File: src/rtl/pattern_detect_n_if.sv
// Serial stream, configuration and result bundle for pattern_detect_n.
// Optional macro PATTERN_DETECT_N_COUNT_EN adds cnt_clr / match_count.
//   master : stream source / controller (drives din, cfg_*, cnt_clr)
//   slave  : the detector (drives match, armed, match_count)
interface pattern_detect_n_if #(
  parameter int unsigned PAT_W = 8
`ifdef PATTERN_DETECT_N_COUNT_EN
  ,
  parameter int unsigned CNT_W = 8
`endif
);
  localparam int unsigned LEN_W = $clog2(PAT_W + 1);

  logic             din;
  logic             din_valid;
  logic             cfg_load;
  logic [PAT_W-1:0] cfg_pattern;
  logic [LEN_W-1:0] cfg_len;
  logic             cfg_overlap;
  logic             match;
  logic             armed;
`ifdef PATTERN_DETECT_N_COUNT_EN
  logic             cnt_clr;
  logic [CNT_W-1:0] match_count;
`endif

  modport master (
    output din, din_valid, cfg_load, cfg_pattern, cfg_len, cfg_overlap,
`ifdef PATTERN_DETECT_N_COUNT_EN
    output cnt_clr,
    input  match_count,
`endif
    input  match, armed
  );

  modport slave (
    input  din, din_valid, cfg_load, cfg_pattern, cfg_len, cfg_overlap,
`ifdef PATTERN_DETECT_N_COUNT_EN
    input  cnt_clr,
    output match_count,
`endif
    output match, armed
  );
endinterface

File: src/rtl/pattern_detect_n.sv
// Runtime-programmable serial pattern detector (1..PAT_W bits, overlapping or
// non-overlapping), with a one-cycle match pulse and an armed flag.
// Optional macro PATTERN_DETECT_N_COUNT_EN compiles in a saturating match
// counter (bus.cnt_clr in, bus.match_count out).
// Ports:
//   clk   : clock, rising edge
//   reset : synchronous, active-high
//   bus   : pattern_detect_n_if.slave (din/din_valid, cfg_*, match, armed,
//           and optionally cnt_clr/match_count)
module pattern_detect_n #(
  parameter int unsigned      PAT_W   = 8,
  parameter logic [PAT_W-1:0] PAT_RST = PAT_W'(8'b0000_0111),
  parameter int unsigned      LEN_RST = 3
`ifdef PATTERN_DETECT_N_COUNT_EN
  ,
  parameter int unsigned      CNT_W   = 8
`endif
) (
  input logic               clk,
  input logic               reset,
  pattern_detect_n_if.slave bus
);
  localparam int unsigned LEN_W = $clog2(PAT_W + 1);

  typedef enum logic {FILL, ARMED} state_t;

  state_t           state;
  logic [PAT_W-1:0] hist;
  logic [LEN_W-1:0] fill;
  logic [PAT_W-1:0] pat;
  logic [LEN_W-1:0] len;
  logic             overlap;
  logic             match_q;
  logic             armed_q;

  logic [PAT_W-1:0] hist_shift;
  logic [PAT_W-1:0] mask;
  logic [LEN_W-1:0] fill_inc;
  logic [LEN_W-1:0] len_clamp;
  logic             hit;
  logic             arm_now;
  logic             match_set;

  // The oldest history bit is shifted out without ever being compared.
  logic unused_hist_msb;
  assign unused_hist_msb = hist[PAT_W-1];

  // Next history, length mask, compare result and clamped config length.
  always_comb begin
    hist_shift = {hist[PAT_W-2:0], bus.din};
    fill_inc   = (fill == LEN_W'(PAT_W)) ? fill : fill + LEN_W'(1);
    for (int unsigned i = 0; i < PAT_W; i++) begin
      mask[i] = (i < 32'(len));
    end
    hit = (((hist_shift ^ pat) & mask) == '0);
    // The bit that brings fill up to len is itself compared.
    arm_now   = (state == ARMED) || (fill_inc >= len);
    match_set = !bus.cfg_load && bus.din_valid && arm_now && hit;
    if (bus.cfg_len == '0) begin
      len_clamp = LEN_W'(1);
    end else if (bus.cfg_len > LEN_W'(PAT_W)) begin
      len_clamp = LEN_W'(PAT_W);
    end else begin
      len_clamp = bus.cfg_len;
    end
  end

  // Detector FSM with history, fill counter and configuration registers.
  always_ff @(posedge clk) begin
    if (reset) begin
      state   <= FILL;
      hist    <= '0;
      fill    <= '0;
      pat     <= PAT_RST;
      len     <= LEN_W'(LEN_RST);
      overlap <= 1'b1;
      match_q <= 1'b0;
      armed_q <= 1'b0;
    end else begin
      match_q <= 1'b0;
      if (bus.cfg_load) begin
        // Config load restarts detection; a simultaneous valid bit is dropped.
        pat     <= bus.cfg_pattern;
        len     <= len_clamp;
        overlap <= bus.cfg_overlap;
        hist    <= '0;
        fill    <= '0;
        state   <= FILL;
        armed_q <= 1'b0;
      end else if (bus.din_valid) begin
        case (state)
          FILL: begin
            if (arm_now && hit && !overlap) begin
              hist    <= '0;
              fill    <= '0;
              match_q <= 1'b1;
            end else if (arm_now) begin
              hist    <= hist_shift;
              fill    <= fill_inc;
              state   <= ARMED;
              armed_q <= 1'b1;
              match_q <= hit;
            end else begin
              hist <= hist_shift;
              fill <= fill_inc;
            end
          end
          ARMED: begin
            if (hit && !overlap) begin
              hist    <= '0;
              fill    <= '0;
              state   <= FILL;
              armed_q <= 1'b0;
              match_q <= 1'b1;
            end else begin
              hist    <= hist_shift;
              fill    <= fill_inc;
              match_q <= hit;
            end
          end
          default: begin
            state   <= FILL;
            armed_q <= 1'b0;
          end
        endcase
      end
    end
  end

  assign bus.match = match_q;
  assign bus.armed = armed_q;

`ifdef PATTERN_DETECT_N_COUNT_EN
  localparam logic [CNT_W-1:0] CNT_MAX = '1;

  logic [CNT_W-1:0] cnt;

  // Saturating match counter; clear wins over a same-edge increment.
  always_ff @(posedge clk) begin
    if (reset) begin
      cnt <= '0;
    end else if (bus.cnt_clr) begin
      cnt <= '0;
    end else if (match_set && (cnt != CNT_MAX)) begin
      cnt <= cnt + CNT_W'(1);
    end
  end

  assign bus.match_count = cnt;
`else
  logic unused_match_set;
  assign unused_match_set = match_set;
`endif
endmodule

File: src/flat_wrapper.sv
// flat-port wrapper written by rule: the top's interface ports become plain ports
module pattern_detect_n_flat 
#(
  parameter int unsigned      PAT_W   = 8,
  parameter logic [PAT_W-1:0] PAT_RST = PAT_W'(8'b0000_0111),
  parameter int unsigned      LEN_RST = 3

)
  (clk, reset, bus_din, bus_din_valid, bus_cfg_load, bus_cfg_pattern, bus_cfg_len, bus_cfg_overlap, bus_match, bus_armed);
  pattern_detect_n_if #(.PAT_W(PAT_W)) bus_i ();
  input logic clk;
  input logic reset;
  input wire logic [$bits(bus_i.din)-1:0] bus_din;
  input wire logic [$bits(bus_i.din_valid)-1:0] bus_din_valid;
  input wire logic [$bits(bus_i.cfg_load)-1:0] bus_cfg_load;
  input wire logic [$bits(bus_i.cfg_pattern)-1:0] bus_cfg_pattern;
  input wire logic [$bits(bus_i.cfg_len)-1:0] bus_cfg_len;
  input wire logic [$bits(bus_i.cfg_overlap)-1:0] bus_cfg_overlap;
  output wire logic [$bits(bus_i.match)-1:0] bus_match;
  output wire logic [$bits(bus_i.armed)-1:0] bus_armed;
  assign bus_i.din = bus_din;
  assign bus_i.din_valid = bus_din_valid;
  assign bus_i.cfg_load = bus_cfg_load;
  assign bus_i.cfg_pattern = bus_cfg_pattern;
  assign bus_i.cfg_len = bus_cfg_len;
  assign bus_i.cfg_overlap = bus_cfg_overlap;
  assign bus_match = bus_i.match;
  assign bus_armed = bus_i.armed;
  pattern_detect_n #(.PAT_W(PAT_W), .PAT_RST(PAT_RST), .LEN_RST(LEN_RST)) u_core (.clk(clk), .reset(reset), .bus(bus_i));
endmodule
File: config.mk
export PLATFORM = sky130hd
export DESIGN_NAME = pattern_detect_n_flat
export DESIGN_NICKNAME = d
export VERILOG_FILES = /design/src/rtl/pattern_detect_n_if.sv /design/src/rtl/pattern_detect_n.sv /design/src/flat_wrapper.sv
export SDC_FILE = /design/constraint.sdc
export NUM_CORES = 1
export LEC_CHECK = 0
export ABC_AREA = 1
export BUFFER_PORTS_ARGS = -buffer_cell sky130_fd_sc_hd__buf_2
export CORE_AREA = 5 5 59 61
export CTS_CLUSTER_DIAMETER = 40
export DETAILED_ROUTE_END_ITERATION = 10
export DIE_AREA = 0 0 64 66
export PLACE_DENSITY_LB_ADDON = 0.2
export SYNTH_ARGS = -nofsm -noshare
export SYNTH_HDL_FRONTEND = slang
export SYNTH_SLANG_ARGS = --single-unit
File: constraint.sdc
create_clock -name clk -period 2.4 [get_ports clk]
set_input_delay 0.36 -clock clk [delete_from_list [all_inputs] [get_ports clk]]
set_output_delay 0.36 -clock clk [all_outputs]
set_load 0.03 [all_outputs]
-- Yosys cells after proc, flatten, opt, wreduce, memory -nomap -nowiden
Cells that the tools add are included.
- register bits after elaboration: 27
- input bits: 18
- output and inout port bits: 2
- logic and storage cells: 58
- add/sub/neg operators: 1
- order comparisons: 10
- equality and inequality tests: 4
- mux-type cells: 21
- bitwise logic cells: 4
- reduce and logical (&&, ||, !) cells: 10
- operators by type and width (cell ; count):
    $mux 4 ; 5
    $lt 3x4->1 const A ; 4
    $mux 7 ; 2
    $pmux 7 s2 ; 1
    $mux 1 ; 9
    $and 8x8->8 ; 1
    $logic_not 8->1 ; 1
    $lt 1x4->1 const A ; 2
    $lt 2x4->1 const A ; 2
    $pmux 4 s2 ; 1
    $xor 8x8->8 ; 1
    $pmux 1 s2 ; 3
    $add 4x1->4 const B ; 1
    $eq 4x4->1 const B ; 1
    $ge 4x4->1 ; 1
    $gt 4x4->1 const B ; 1
    $logic_not 4->1 ; 1
    $ne 2x2->1 const B ; 2
    $reduce_and 4->1 ; 1
    $logic_and 1x1->1 ; 3
    $reduce_or 3->1 ; 1
    $ne 2x1->1 const B ; 1
    $not 1->1 ; 2
    $reduce_or 2->1 ; 1
    other kinds (2) ; 2

-- Logic depth before layout (Yosys ltp)
Gate-level depths: netlist of run 1.
- word-level depth: 8
- mapped depth: 16

-- Worst setup path after synthesis of run 1
Ideal clock, no wire load.
- path type: reg2reg
- start: register u_core.fill[0]
- end: register u_core.fill[0]
- setup time: 66 ps
- data arrival time: 1931 ps
- required time: 2334 ps
- setup slack: 402 ps
- stages on the path, launching flop included: 14
- path buffers: 1
- clock period less this slack: 1998 ps
- path through: dfxtp_1 -> inv_1 -> ha_1 -> nand2_1 -> nor2_1 -> xor2_1 -> inv_1 -> ha_1 -> nand4_1 -> nand4_1 -> nand4_4 -> buf_12 -> nand3_2 -> a21oi_2
- word-level cells in the longest chain between the ends: 8
- ends and longest elaborated chain (what ; line ; source):
    from (decl) ; pattern_detect_n.sv:29 ; logic [LEN_W-1:0] fill;
    from (signal assigned) ; pattern_detect_n.sv:99 ; fill <= fill_inc;
    from (signal assigned) ; pattern_detect_n.sv:105 ; fill <= fill_inc;
    from (signal assigned) ; pattern_detect_n.sv:117 ; fill <= fill_inc;
    $add 4x1->4 / $eq 4x4->1 (equally long branches) ; pattern_detect_n.sv:51 ; fill_inc = (fill == LEN_W'(PAT_W)) ? fill : fill + LEN_W'(1);
    $mux 4 (*) ; pattern_detect_n.sv:51 ;
    $ge 4x4->1 ; pattern_detect_n.sv:57 ; arm_now = (state == ARMED) || (fill_inc >= len);
    $logic_or 1x1->1 ; pattern_detect_n.sv:57 ;
    $logic_and 1x1->1 (2 in series) ; pattern_detect_n.sv:93 ; if (arm_now && hit && !overlap) begin
    $mux 4 ; pattern_detect_n.sv:93 ;
    $pmux 4 s2 (*) ; pattern_detect_n.sv:91 ; case (state)
Mark *: on every way between the ends. The rest lies on a longest branch, timed or not.
A chain may end at the register's enable or synchronous reset.

-- Final worst setup path of run 1
- start: register u_core.fill[0]
- end: register u_core.armed_q (netlist: u_core.bus.armed)
- word-level cells in the longest chain between the ends: 8
- ends and longest elaborated chain (what ; line ; source):
    $add 4x1->4 / $eq 4x4->1 (equally long branches) ; pattern_detect_n.sv:51 ;
    $mux 4 (*) ; pattern_detect_n.sv:51 ;
    $ge 4x4->1 (*) ; pattern_detect_n.sv:57 ;
    $logic_or 1x1->1 (*) ; pattern_detect_n.sv:57 ;
    $logic_and 1x1->1 (2 in series) ; pattern_detect_n.sv:93 ;
    $ne 2x2->1 (no line) ; n/a ;
    $reduce_and 4->1 (no line) (*) ; n/a ;
    to (signal assigned) ; pattern_detect_n.sv:89 ; armed_q <= 1'b0;
    to (signal assigned) ; pattern_detect_n.sv:101 ; armed_q <= 1'b1;
    to (signal assigned) ; pattern_detect_n.sv:113 ; armed_q <= 1'b0;
    to (decl) ; pattern_detect_n.sv:34 ; logic armed_q;
Marked as above.

==> results of run 1 <==
flip-flops by register name, indices dropped and copies added (netlist names):
name,count
u_core.pat,8
u_core.fill,4
u_core.state,1
u_core.bus.armed,1
u_core.overlap,1
u_core.bus.match,1
u_core.hist,7
u_core.len,4
worst max-delay path: cells and delay by family (launching register included):
kind / cells / cell delay, ps
buf+inv: 3 / 330
flops: 1 / 360
xor+xnor: 1 / 210
simple gates: 7 / 660
compound gates: 1 / 180
fa+ha+maj: 2 / 440
routing by layer:
layer / global-route usage / up-vias
met5: 0 / -
li1: - / 699
met4: 0.0571 / 0
met2: 0.290 / 29
met1: 0.219 / 634
met3: 0.0272 / 6
layout by cell type, fill, tap and decap left out, drive strengths merged, types with 2 or more instances in the layout:
| cell type | n |
|---|---|
| dfxtp | 27 |
| a21oi | 21 |
| clkbuf | 3 |
| buf | 22 |
| nand3 | 23 |
| o21ai | 12 |
| nand4 | 5 |
| ha | 6 |
| nor2 | 14 |
| nand2 | 52 |
| xor2 | 2 |
| xnor2 | 2 |
| inv | 29 |
cell usage after synthesis (all sizes together):
cell type,n,area share
nand2,52,0.14
or2,1,0.0041
inv,29,0.071
xnor2,2,0.011
a21oi,21,0.093
nand3,23,0.12
ha,6,0.049
o211ai,1,0.0049
nand4,4,0.026
nor2,14,0.049
buf,3,0.020
dfxtp,27,0.35
nor3,1,0.0033
a211oi,1,0.0049
clkbuf,3,0.0073
xor2,2,0.011
o21ai,12,0.039
power by group through the flow:
stage | Clock, mW | Sequential, mW | Combinational (mW)
2_1_floorplan | 0 | 0.490 | 0.112
3_3_place_gp | 0 | 0.490 | 0.145
3_5_place_dp | 0 | 0.491 | 0.151
4_1_cts | 0.205 | 0.482 | 0.152
5_1_grt | 0.228 | 0.485 | 0.196
6_report | 0.196 | 0.482 | 0.175
metrics by stage:
| step | hold slack [ps] | cells | utilization | power [mW] | worst slack [ps] |
|---|---|---|---|---|---|
| floorplan | 438 | 202 | - | 0.601 | 402 |
| global placement | 459 | 248 | 0.558 | 0.635 | 264 |
| CTS | 230 | 252 | 0.567 | 0.839 | 99.7 |
| global route | 219 | 256 | 0.582 | 0.909 | 0.472 |
| detailed placement | 471 | 248 | 0.558 | 0.643 | 128 |
| finish | 237 | 256 | 0.582 | 0.853 | 187 |
kinds of logic after synthesis:
family          count (synthesis)
flops                          27
xor+xnor                        4
simple gates                   95
fa+ha+maj                       6
buf+inv                        35
compound gates                 35
final timing paths:
path / start / to / slack (ps) / cells past startpoint
setup / recovery: u_core.fill[0] / u_core.bus.armed / 190 / 14
hold / removal: bus_cfg_pattern[0] / u_core.pat[0] / 240 / 3
setup reg to reg: u_core.fill[0] / u_core.bus.armed / 190 / 14
hold reg to reg: u_core.pat[3] / u_core.pat[3] / 490 / 2
timing repair:
item / 4_1_cts / 5_1_grt
gates resized for setup: 0 / 1
endpoints found under the setup margin: 0 / 12
setup buffers: 0 / 3
cell type report:
class	instances	area (um^2)
Clock buffer	3	22.5
Clock inverter	1	5.00
Fill cell	286	1220
Inverter	29	109
Multi-Input combinational cell	141	868
Sequential cell	27	541
Tap cell	33	41.3
Timing Repair Buffer	22	118
==> flow_results.org, run 1 <==
** Status
- Result of the run :: completed

** Timing
- Measured slew at the worst slew-check pin :: 583 ps
- In this run the tightest slew margin relative to its limit is 0.611.
- Of the available clock period, the critical path in the final layout requires 0.922.
- Final-report max-slew violation count :: 0
- Based on the critical path, the design can be clocked at up to ~450 MHz.
- Setup repair after global routing left no endpoint under its margin.
- Sum of negative setup slack :: 0 ps
- For the final database, setup skew stands at approximately 9.6 ps.
- The count of endpoints failing hold in the final timing report was 0.
- Setup violations remaining at the end of the flow were counted as 0.
- For the finished layout, the period the worst path requires is 2210 ps.

** Global routing
- Global-route wire length before repair :: ~5900 um
- Number of antenna violations at the first check in global routing :: 0
- Gr ovfl total :: 0
- Maximum number of pins on one net before global-route repair :: 16
- The number of global-route vias before repair came to about 1.4k.
- Total routing resource utilization after global routing :: 0.171

** Yosys
- Counting flops and latches in the post-synthesis netlist gives 27.
- Of the total synthesized cell area, the portion taken by XOR and XNOR cells is 0.0228.
- For this run, the number of Yosys warnings is 0.
- Count of mapped cells out of synthesis :: just over 200
- Total standard cell area after synthesis :: 0.00154 mm^2
- Synthesized net count :: between 200 and 250
- For this run, the register share of the synthesized area comes to 0.352.
- Number of distinct library cells after synthesis :: 26
- Of the total synthesized cell area, the portion taken by full adders, half adders and majority gates is 0.0488.
- The portion of synthesized area spent on multiplexers is 0.
- Of the total synthesized cell area, the portion taken by AND, OR, NAND and NOR gates is 0.338.
- Dominant combinational cell family by area after synthesis :: simple AND/OR/NAND/NOR gates
- Compound-cell area share of the yosys netlist :: 0.142
- A synthesized cell averages between 7 and 8 um^2.

** Routing
- Detailed-router iteration count before antenna repair :: 4
- Met1 WL :: ~1500 um
- The detailed router finished its first iteration with 123 violations.
- After detailed routing, the total wire length is ~3400 um.
- DRC violations left :: 0
- Routed wl met3 :: about 190 um
- Detailed routing placed a total of between 1500 and 2000 um of wire on met2.
- Via total after detailed routing :: between 1k and 1.5k
- Via density per instance :: 5.34
- In the final routed layout, each cell accounts on average for 13.1 um.
- Top layer in use :: met4
- The detail route stage leaves a number of antenna-violating nets equal to 0.

** Clock tree
- Clock H-tree levels :: 1
- The clock passes through at most 2 buffers.
- The number of clock buffers added by TritonCTS is 3.
- Root buffer cell :: sky130_fd_sc_hd__clkbuf_4
- Clock net sink count :: 27
- Post-CTS Hold Buffers :: 0
- TritonCTS built the clock tree.
- After clock tree synthesis, the clock-pin slew on the worst setup and hold paths is approximately 150 ps.
- The later pin in the worst-skew pair is clocked with a latency of 320 ps.

** Power
- Clock share of power :: 0.230
- Of the total power, combinational logic draws 0.205.
- Switching component of the power :: 0.259 mW
- Sw frac :: 0.304
- The share of total power dissipated in sequential elements is 0.565.
- Worst vdd rail ir drop :: approximately 290 uV
- Pwr/cell area :: around 500 mW/mm^2
- The analysis attributes to cell leakage a power of 0.735 nW.
- Internal Dissipation :: approximately 0.59 mW

** Die
- The total area inside the core boundary comes to just under 0.003 mm^2.
- The floorplan has 20 rows.
- During I/O placement, the number of pins put on the boundary was 20.
- Measured along the y axis, the die boundary spans 66 um.
- DIE WIDTH :: around 64 um
- Die outline area :: between 0.004 and 0.005 mm^2
- The initial utilization of the core area, before any placement, comes to 0.525.

** Cells and area
- The area growth from synthesis to layout is 10.8%.
- Fraction of layout instances using a drive strength above 1 :: 0.283
- Final non-filler cell area :: 0.00170 mm^2
- Antenna fix cells :: 0
- Net count, final :: 248

** Flow run
- Across the run, the number of max-cap violations was 0.

** Critical path
- Walking the worst path, the cells encountered are inv_1 > ha_1 > nand2_1 > nor2_1 > xor2_1 > inv_1 > ha_1 > nand4_1 > nand4_1 > buf_4 > nand2_1 > o21ai_0 > nand3_1 > nor2_1.
- Setup crit end kind :: flip-flop
- Critical-path maximum fanout :: 4
- The worst setup path is of the flip-flop to flip-flop kind.
- Kind of start point of the critical path :: flip-flop
- Data required time at the worst endpoint :: around 2700 ps
- Crit path max-delay cell type :: sky130_fd_sc_hd__dfxtp_1
- Worst endpoint data arrival time :: approximately 2500 ps
- Stage delay of the slowest cell on the critical path :: 360 ps

** Hold path
- Min-Delay Path Class :: input port to flip-flop

** Placed design
- In this run the tool buffered the top-level ports with 19 buffer cells.
- Routability-driven placement finished with a final weighted congestion of 0.814.
- Placed wire-length estimate :: approximately 2500 um
- In this run the cell area measured after placement is approximately 0.0016 mm^2.
(Power assumes the default switching activity.)
==> inputs of run 2 (changes only) <==
Settings changed: BUFFER_PORTS_ARGS -buffer_cell sky130_fd_sc_hd__buf_2 to -buffer_cell sky130_fd_sc_hd__buf_4, SKIP_CTS_REPAIR_TIMING from default to 1.
==> run 2 against run 1 <==
Effect of this change:
- register-to-register slack got worse by 20 ps
- routed wire length fell by 1.4%
- hold slack got worse by 5.4 ps
- first-iteration DRC count fell by 43%
- non-clock buffer count fell by 3
- clock power rose by 3%
- combinational power fell by 9%
- maximum frequency fell by 0.69%
==> flow_results.org, run 2 (synthesis results as in run 1) <==
** Status
- The run finished with clean final reports.

** Cells and area
- Fill cell instance count of the final layout :: 274 (-4.2%)
- Final non-filler cell area :: 0.00171 mm^2 (+0.15%)
- Commonest non-fill, non-tap cell in the layout :: sky130_fd_sc_hd__nand2_1
- The footprint of the multi-input gates was 847 um^2 (-2.4%).
- Largest regs :: u_core.pat: 8 flops, u_core.hist: 7 flops
- u_core.pat holds more flip-flops than any other register.
- Sequential standard cell area :: 541 um^2 (unchanged)
- Relative to the synthesized area, the layout overhead comes to 11.0%.
- The count of non-filler cells in the finished layout was 252 (-1.6%).
- Fraction of layout instances using a drive strength above 1 :: 0.265 (-0.0177)
- The final-stage net count is 244 (-1.6%).
- Highest-count cells in the layout ignoring fill and taps :: sky130_fd_sc_hd__nand2_1, sky130_fd_sc_hd__dfxtp_1, sky130_fd_sc_hd__inv_1, sky130_fd_sc_hd__buf_4, sky130_fd_sc_hd__nand3_2
- Antenna fix cells :: 0 (unchanged)
- Largest register FFs :: 8 (unchanged)

** Global routing
- Via count of the first global-routing pass :: 1,352 (-0.59%)
- The number of antenna violations at the first check in global routing came to 0 (unchanged).
- The overall track demand over capacity in global routing came to 0.172 (+0.00143).
- Global-route wire length before repair :: 5810 um (-0.95%)
- Gr ovfl total :: 0 (unchanged)
- The pin count of the biggest net entering global routing is 15 (-1).

** Routing
- The total via count after detailed routing came to 1,332 (-2.6%).
- The DRC violation count after routing was 0 (unchanged).
- The routed wire length was 3320 um (-1.4%).
- The average via count per standard cell came to 5.29 (-1.1%).
- Antenna viol nets, final :: 0 (unchanged)
- Detailed-router iteration count before antenna repair :: 4 (unchanged)
- The DRC marker count from the first detailed-route iteration is 70 (-43%).
- Average routed wire per standard cell :: 13.2 um (+0.20%)

** Critical path
- The endpoint arrival time on the critical path was 2440 ps (-50 ps).
- Type of the worst setup path :: flip-flop to flip-flop
- The slowest stage of the critical path is the sky130_fd_sc_hd__dfxtp_1 cell.
- The critical path goes through inv_1 > ha_1 > nand2_1 > nor2_1 > xor2_1 > inv_1 > ha_1 > nand4_1 > nand4_1 > nand4_4 > nand3_1 > a21oi_1.
- The largest driver fanout on the critical path came to 11 (+7).
- STA classifies the critical path endpoint as a flip-flop.
- The data required time at the worst endpoint was 2610 ps (-70 ps).
- Stage delay of the slowest cell on the critical path :: 370 ps (about the same)
- The worst setup path is launched from a flip-flop.

** Flow run
- The count of max-cap constraint violations was 0 (unchanged).

** Timing
- The final number of setup-violating endpoints came to 0 (unchanged).
- Hold Slack :: 232 ps (-5.45 ps)
- Number of hold violations in the final report :: 0 (unchanged)
- The share of the clock period used by the worst path was 0.929 (+0.00640).
- Clock skew after layout :: 4.37 ps (-5.21 ps)
- Measured slew at the worst slew-check pin :: 593 ps (+10.8 ps)
- The headroom to the max-slew limit came to 0.604 (-0.00721).
- The maximum clock frequency is 449 MHz (-0.69%).
- The post-route minimum period was 2230 ps (+15.4 ps).
- The number of pins with negative max-slew slack in the final report was 0 (unchanged).
- Setup repair after global routing could not meet its margin everywhere.

** Die
- Initial cell density of the core :: 0.525 (unchanged)
- Height of the chip :: 66 um (unchanged)
- Ports placed on the boundary :: 20 (unchanged)
- The placeable core area was 0.00293 mm^2 (unchanged).
- The area of the die was 0.00422 mm^2 (unchanged).
- # rows :: 20 (unchanged)
- DIE WIDTH :: 64 um (unchanged)

** Power
- The power density of the placed cells was 494 mW/mm^2 (-1.3%).
- The worst-case vdd ir drop is 251 uV (-12%).
- The leakage power figure was 0.726 nW (-1.2%).

** Clock tree
- Clock H-tree levels :: 1 (unchanged)
- Root buffer cell :: sky130_fd_sc_hd__clkbuf_4
- The clock transition at the registers of the reported paths came to 150 ps (about the same).
- The clock sink total is 27 (unchanged).
- Insertion delay of the later-clocked pin in the worst-skew pair :: 330 ps (about the same)
- Number of buffers added by the clock tree synthesis step :: 3 (unchanged)
- Clk buf depth :: 2 (unchanged)
- TritonCTS built the clock tree.

** Placed design
- The weighted congestion at the end of routability-driven global placement was 0.837 (+2.8%).
- Placed wire-length estimate :: 2610 um (+3.3%)
- Placed insts :: 248 (unchanged)
- The count of input and output buffers came to 19 (unchanged).
- The placed instance area was 0.00168 mm^2 (+2.9%).

** Hold path
- The tightest min-delay check is of the input port to flip-flop type.
==> run 2: cell types whose count changed in the layout (fill, tap and decap cells not counted), sizes merged <==
| cell | before | now |
|---|---|---|
| clkinv | 1 | 0 |
| nand4 | 5 | 4 |
| clkbuf | 3 | 4 |
| buf | 22 | 19 |
==> run 2: area by class of cell <==
cell class / instances / area share
Multi-Input combinational cell: 140 / 0.496
Sequential cell: 27 / 0.317
Timing Repair Buffer: 19 / 0.0836
Inverter: 29 / 0.0638
Tap cell: 33 / 0.0242
Clock buffer: 4 / 0.0154
==> run 2: worst max-delay path: cells and delay by family (launching register included) <==
kind                       cells  cell delay (ps)
AOI/OAI and AO/OA              1               70
xor gates and xnor gates       1              220
adders and majority gates      2              430
buffers and inverters          2              160
DFF                            1              370
and+or+nand+nor                6              860
==> run 2: metal layers <==
metal | part of all wire | wire length, um | vias up | track usage
met2 | 0.49 | 1640 | 36 | 0.305
met1 | 0.44 | 1450 | 606 | 0.201
met5 | 0 | 0 | - | 0
li1 | - | - | 684 | -
met4 | 0.016 | 54 | 0 | 0.0753
met3 | 0.053 | 175 | 6 | 0.0306
==> run 2: worst paths after layout <==
path | cells past startpoint | startpoint | slack (ps) | to
hold reg to reg | 2 | u_core.pat[6] | 490 | u_core.pat[6]
hold / removal | 3 | bus_cfg_pattern[0] | 230 | u_core.pat[0]
setup reg to reg | 12 | u_core.fill[0] | 170 | u_core.fill[1]
setup / recovery | 12 | u_core.fill[0] | 170 | u_core.fill[1]
==> run 2: metrics by stage <==
step                      TNS, ps  utilization  worst slack [ps]  power, mW
after floorplan                 0            -               402      0.601
after global placement          0        0.574               265      0.643
after detailed placement        0        0.574               192      0.652
after CTS                       0        0.583               166      0.850
after global routing       -0.888        0.583            -0.888      0.899
final                           0        0.583               171      0.843
==> run 2: where the power goes <==
group / internal (mW) / leakage (nW) / switching (mW) / total (mW)
Sequential: 0.467 / 0.221 / 0.0149 / 0.482
Clock: 0.0652 / 0.0150 / 0.136 / 0.201
Combinational: 0.0621 / 0.490 / 0.0981 / 0.160
Total: 0.594 / 0.726 / 0.249 / 0.843
==> inputs of run 3 (changes only) <==
Settings changed: PLACE_DENSITY from default to 0.75, PLACE_DENSITY_LB_ADDON 0.2 to default.
==> run 3 against run 2 <==
Effect of this change:
- global-route usage down 2.6 points
- sequential power barely moved
- via count is 3.0% lower
- flip-flop and latch count stayed put
- final area increased by 2.4%
- clock skew is 3.9 ps higher
- critical path depth increased by 1
- maximum frequency rose by 1.6%
- register-to-register slack better by 30 ps
- highest routed layer unchanged
==> flow_results.org, run 3 (synthesis results as in run 1) <==
** Timing
- The count of endpoints failing hold in the final timing report came to 0 (unchanged).
- FMAX :: 456 MHz (+1.6%)
- Hold Slack :: 230 ps (-1.60 ps)
- The final number of setup-violating endpoints is 0 (unchanged).
- The worst-margin pin slew is 585 ps (-8.59 ps).
- The post-route clock skew is 8.25 ps (+3.88 ps).
- The number of pins with negative max-slew slack in the final report was 0 (unchanged).
- Fin crit share :: 0.914 (-0.0143)
- Relative slew slack :: 0.610 (+0.00573)
- The post-route minimum period was 2190 ps (-34.4 ps).

** Die
- Die outline area :: 0.00422 mm^2 (unchanged)
- The top-level I/O count is 20 (unchanged).
- The number of rows created at floorplan is 20 (unchanged).
- The placeable core area came to 0.00293 mm^2 (unchanged).
- DIE WIDTH :: 64 um (unchanged)
- The die outline height was 66 um (unchanged).
- The starting utilization of the core area is 0.525 (unchanged).

** Cells and area
- Highest-count cells in the layout ignoring fill and taps :: sky130_fd_sc_hd__nand2_1, sky130_fd_sc_hd__dfxtp_1, sky130_fd_sc_hd__inv_1, sky130_fd_sc_hd__buf_4, sky130_fd_sc_hd__nand3_2
- The ratio of cells with drive above 1 in the final layout was 0.284 (+0.0189).
- Sequential standard cell area :: 541 um^2 (unchanged)
- Total area of multi-input combinational cells :: 873 um^2 (+3.1%)
- The number of fill cells is 273 (-0.36%).
- Antenna fix cells :: 0 (unchanged)
- Net count, final :: 247 (+1.2%)
- Largest register FFs :: 8 (unchanged)
- Count of placed standard cells in the final layout, fillers left out :: 255 (+1.2%)
- Ranked by flip-flop count, first place goes to u_core.pat.
- The library cell used most frequently in the layout, excluding fill and tap cells, is sky130_fd_sc_hd__nand2_1.
- Relative to the synthesized area, the layout overhead comes to 13.7%.
- Largest regs :: u_core.pat: 8 flops, u_core.hist: 7 flops

** Routing
- Via density per instance :: 5.07 (-4.1%)
- The remaining antenna violation count after routing is 0 (unchanged).
- DRC violations left :: 0 (unchanged)
- Via total after detailed routing :: 1,292 (-3.0%)
- The routed wire length is 2920 um (-12%).
- The average wire length per cell after detail routing came to 11.4 um (-13%).
- The detailed-routing iteration count for the pre-antenna-repair pass came to 4 (unchanged).
- Iter 0 DRT Violations :: 44 (-37%)

** Clock tree
- Root buffer cell :: sky130_fd_sc_hd__clkbuf_4
- The total clock buffers created by CTS is 3 (unchanged).
- Insertion delay of the later-clocked pin in the worst-skew pair :: 330 ps (about the same)
- Clock H-tree levels :: 1 (unchanged)
- The maximum buffer depth of the clock tree was 2 (unchanged).
- The clock transition at the registers of the reported paths was 140 ps (about the same).
- TritonCTS built the clock tree.
- Clock net sink count :: 27 (unchanged)

** Flow run
- The count of max-cap constraint violations came to 0 (unchanged).

** Placed design
- Placed wire-length estimate :: 2230 um (-15%)
- Port Buf Inserts :: 19 (unchanged)
- RePlAce Congestion :: 0.858 (+2.5%)
- The placed cell count was 248 (unchanged).

** Global routing
- Gr ovfl total :: 0 (unchanged)
- The number of antenna violations at the first check in global routing was 0 (unchanged).
- The wire length of the first global-routing pass is 5000 um (-14%).
- The number of global-route vias before repair is 1,169 (-14%).
- The overall track demand over capacity in global routing is 0.147 (-0.0259).
- The pin count of the biggest net entering global routing came to 15 (unchanged).

** Critical path
- Reg2reg setup slack :: 210 ps (+30 ps)
- Type of the worst setup path :: flip-flop to flip-flop
- The startpoint identified for the worst register-to-register timing path is u_core.fill[0].
- Worst Reg2Reg Path Length in Cells :: 13 (+1)
- Kind of start point of the critical path :: flip-flop
- The worst setup path is captured at a flip-flop.
- In this run the critical register-to-register path is captured at u_core.hist[3].
- The endpoint arrival time on the critical path is 2460 ps (+20 ps).
- Critical-path maximum fanout :: 5 (-6)
- Data required time at the worst endpoint :: 2660 ps (+50 ps)
- Launching element of the worst setup path :: u_core.fill[0]

** Hold path
- The min-delay analysis places its worst path in the category input port to flip-flop.
- For hold timing, the worst endpoint is u_core.overlap.
- Number of cells on the worst hold path :: 3 (unchanged)
- In this run the most critical hold path is launched from bus_cfg_overlap.

** Power
- Pwr/cell area :: 484 mW/mm^2 (-2.0%)
- The worst-case vdd ir drop is 441 uV (+75%).
- The leakage power figure came to 0.741 nW (+2.0%).

** Status
- Result of the run :: completed
run 3: cell types whose count changed in the layout (fill, tap and decap cells not counted):
cell and change:
sky130_fd_sc_hd__buf_4 +2, sky130_fd_sc_hd__nor2_1 -2, sky130_fd_sc_hd__nor2_2 +2, sky130_fd_sc_hd__nand4_4 +1
run 3: worst max-delay path, stage by stage (launching register included):
cell and delay (ps):
sky130_fd_sc_hd__dfxtp_1 350, sky130_fd_sc_hd__inv_1 90, sky130_fd_sc_hd__ha_1 150, sky130_fd_sc_hd__nand2_1 60, sky130_fd_sc_hd__nor2_2 140, sky130_fd_sc_hd__xor2_1 200, sky130_fd_sc_hd__inv_1 70, sky130_fd_sc_hd__ha_1 270
sky130_fd_sc_hd__nand4_1 70, sky130_fd_sc_hd__nand4_1 210, sky130_fd_sc_hd__buf_4 230, sky130_fd_sc_hd__nand4_4 100, sky130_fd_sc_hd__nand3_2 80, sky130_fd_sc_hd__a21oi_2 110
run 3: worst max path at each step:
stage	endpoint	cells after the start
5_1_grt	u_core.fill[2]	16
6_report	u_core.hist[3]	13
3_3_place_gp	u_core.fill[1]	12
3_5_place_dp	u_core.fill[1]	12
4_1_cts	u_core.fill[1]	12
2_1_floorplan	u_core.fill[0]	13
run 3: cell type report:
cell class / instances / area share
Multi-Input combinational cell: 141 / 0.500
Sequential cell: 27 / 0.309
Timing Repair Buffer: 21 / 0.0902
Inverter: 29 / 0.0623
Tap cell: 33 / 0.0236
Clock buffer: 4 / 0.0150
run 3: stage by stage:
| stage | area, um^2 | worst slack, ps | total power, mW | TNS, ps | utilization |
|---|---|---|---|---|---|
| floorplan | 1540 | 402 | 0.601 | 0 | - |
| global placement | 1680 | 273 | 0.647 | 0 | 0.574 |
| detailed placement | 1680 | 179 | 0.649 | 0 | 0.574 |
| CTS | 1710 | 157 | 0.841 | 0 | 0.583 |
| global route | 1750 | -13.0 | 0.901 | -55.3 | 0.597 |
| finish | 1750 | 206 | 0.847 | 0 | 0.597 |
run 3: power by group:
group          total [mW]  internal, mW  switching (mW)  leakage [nW]
logic               0.172        0.0678           0.105         0.504
registers           0.481         0.467          0.0139         0.221
clock network       0.193        0.0652           0.128        0.0150
total               0.847         0.600           0.247         0.741
run 3: layer usage:
layer	up-vias	part of all wire	wire, um	track usage
li1	693	-	-	-
met1	577	0.49	1420	0.179
met2	17	0.47	1370	0.249
met3	5	0.033	95	0.0425
met4	0	0.0096	28	0.0390
met5	-	0	0	0
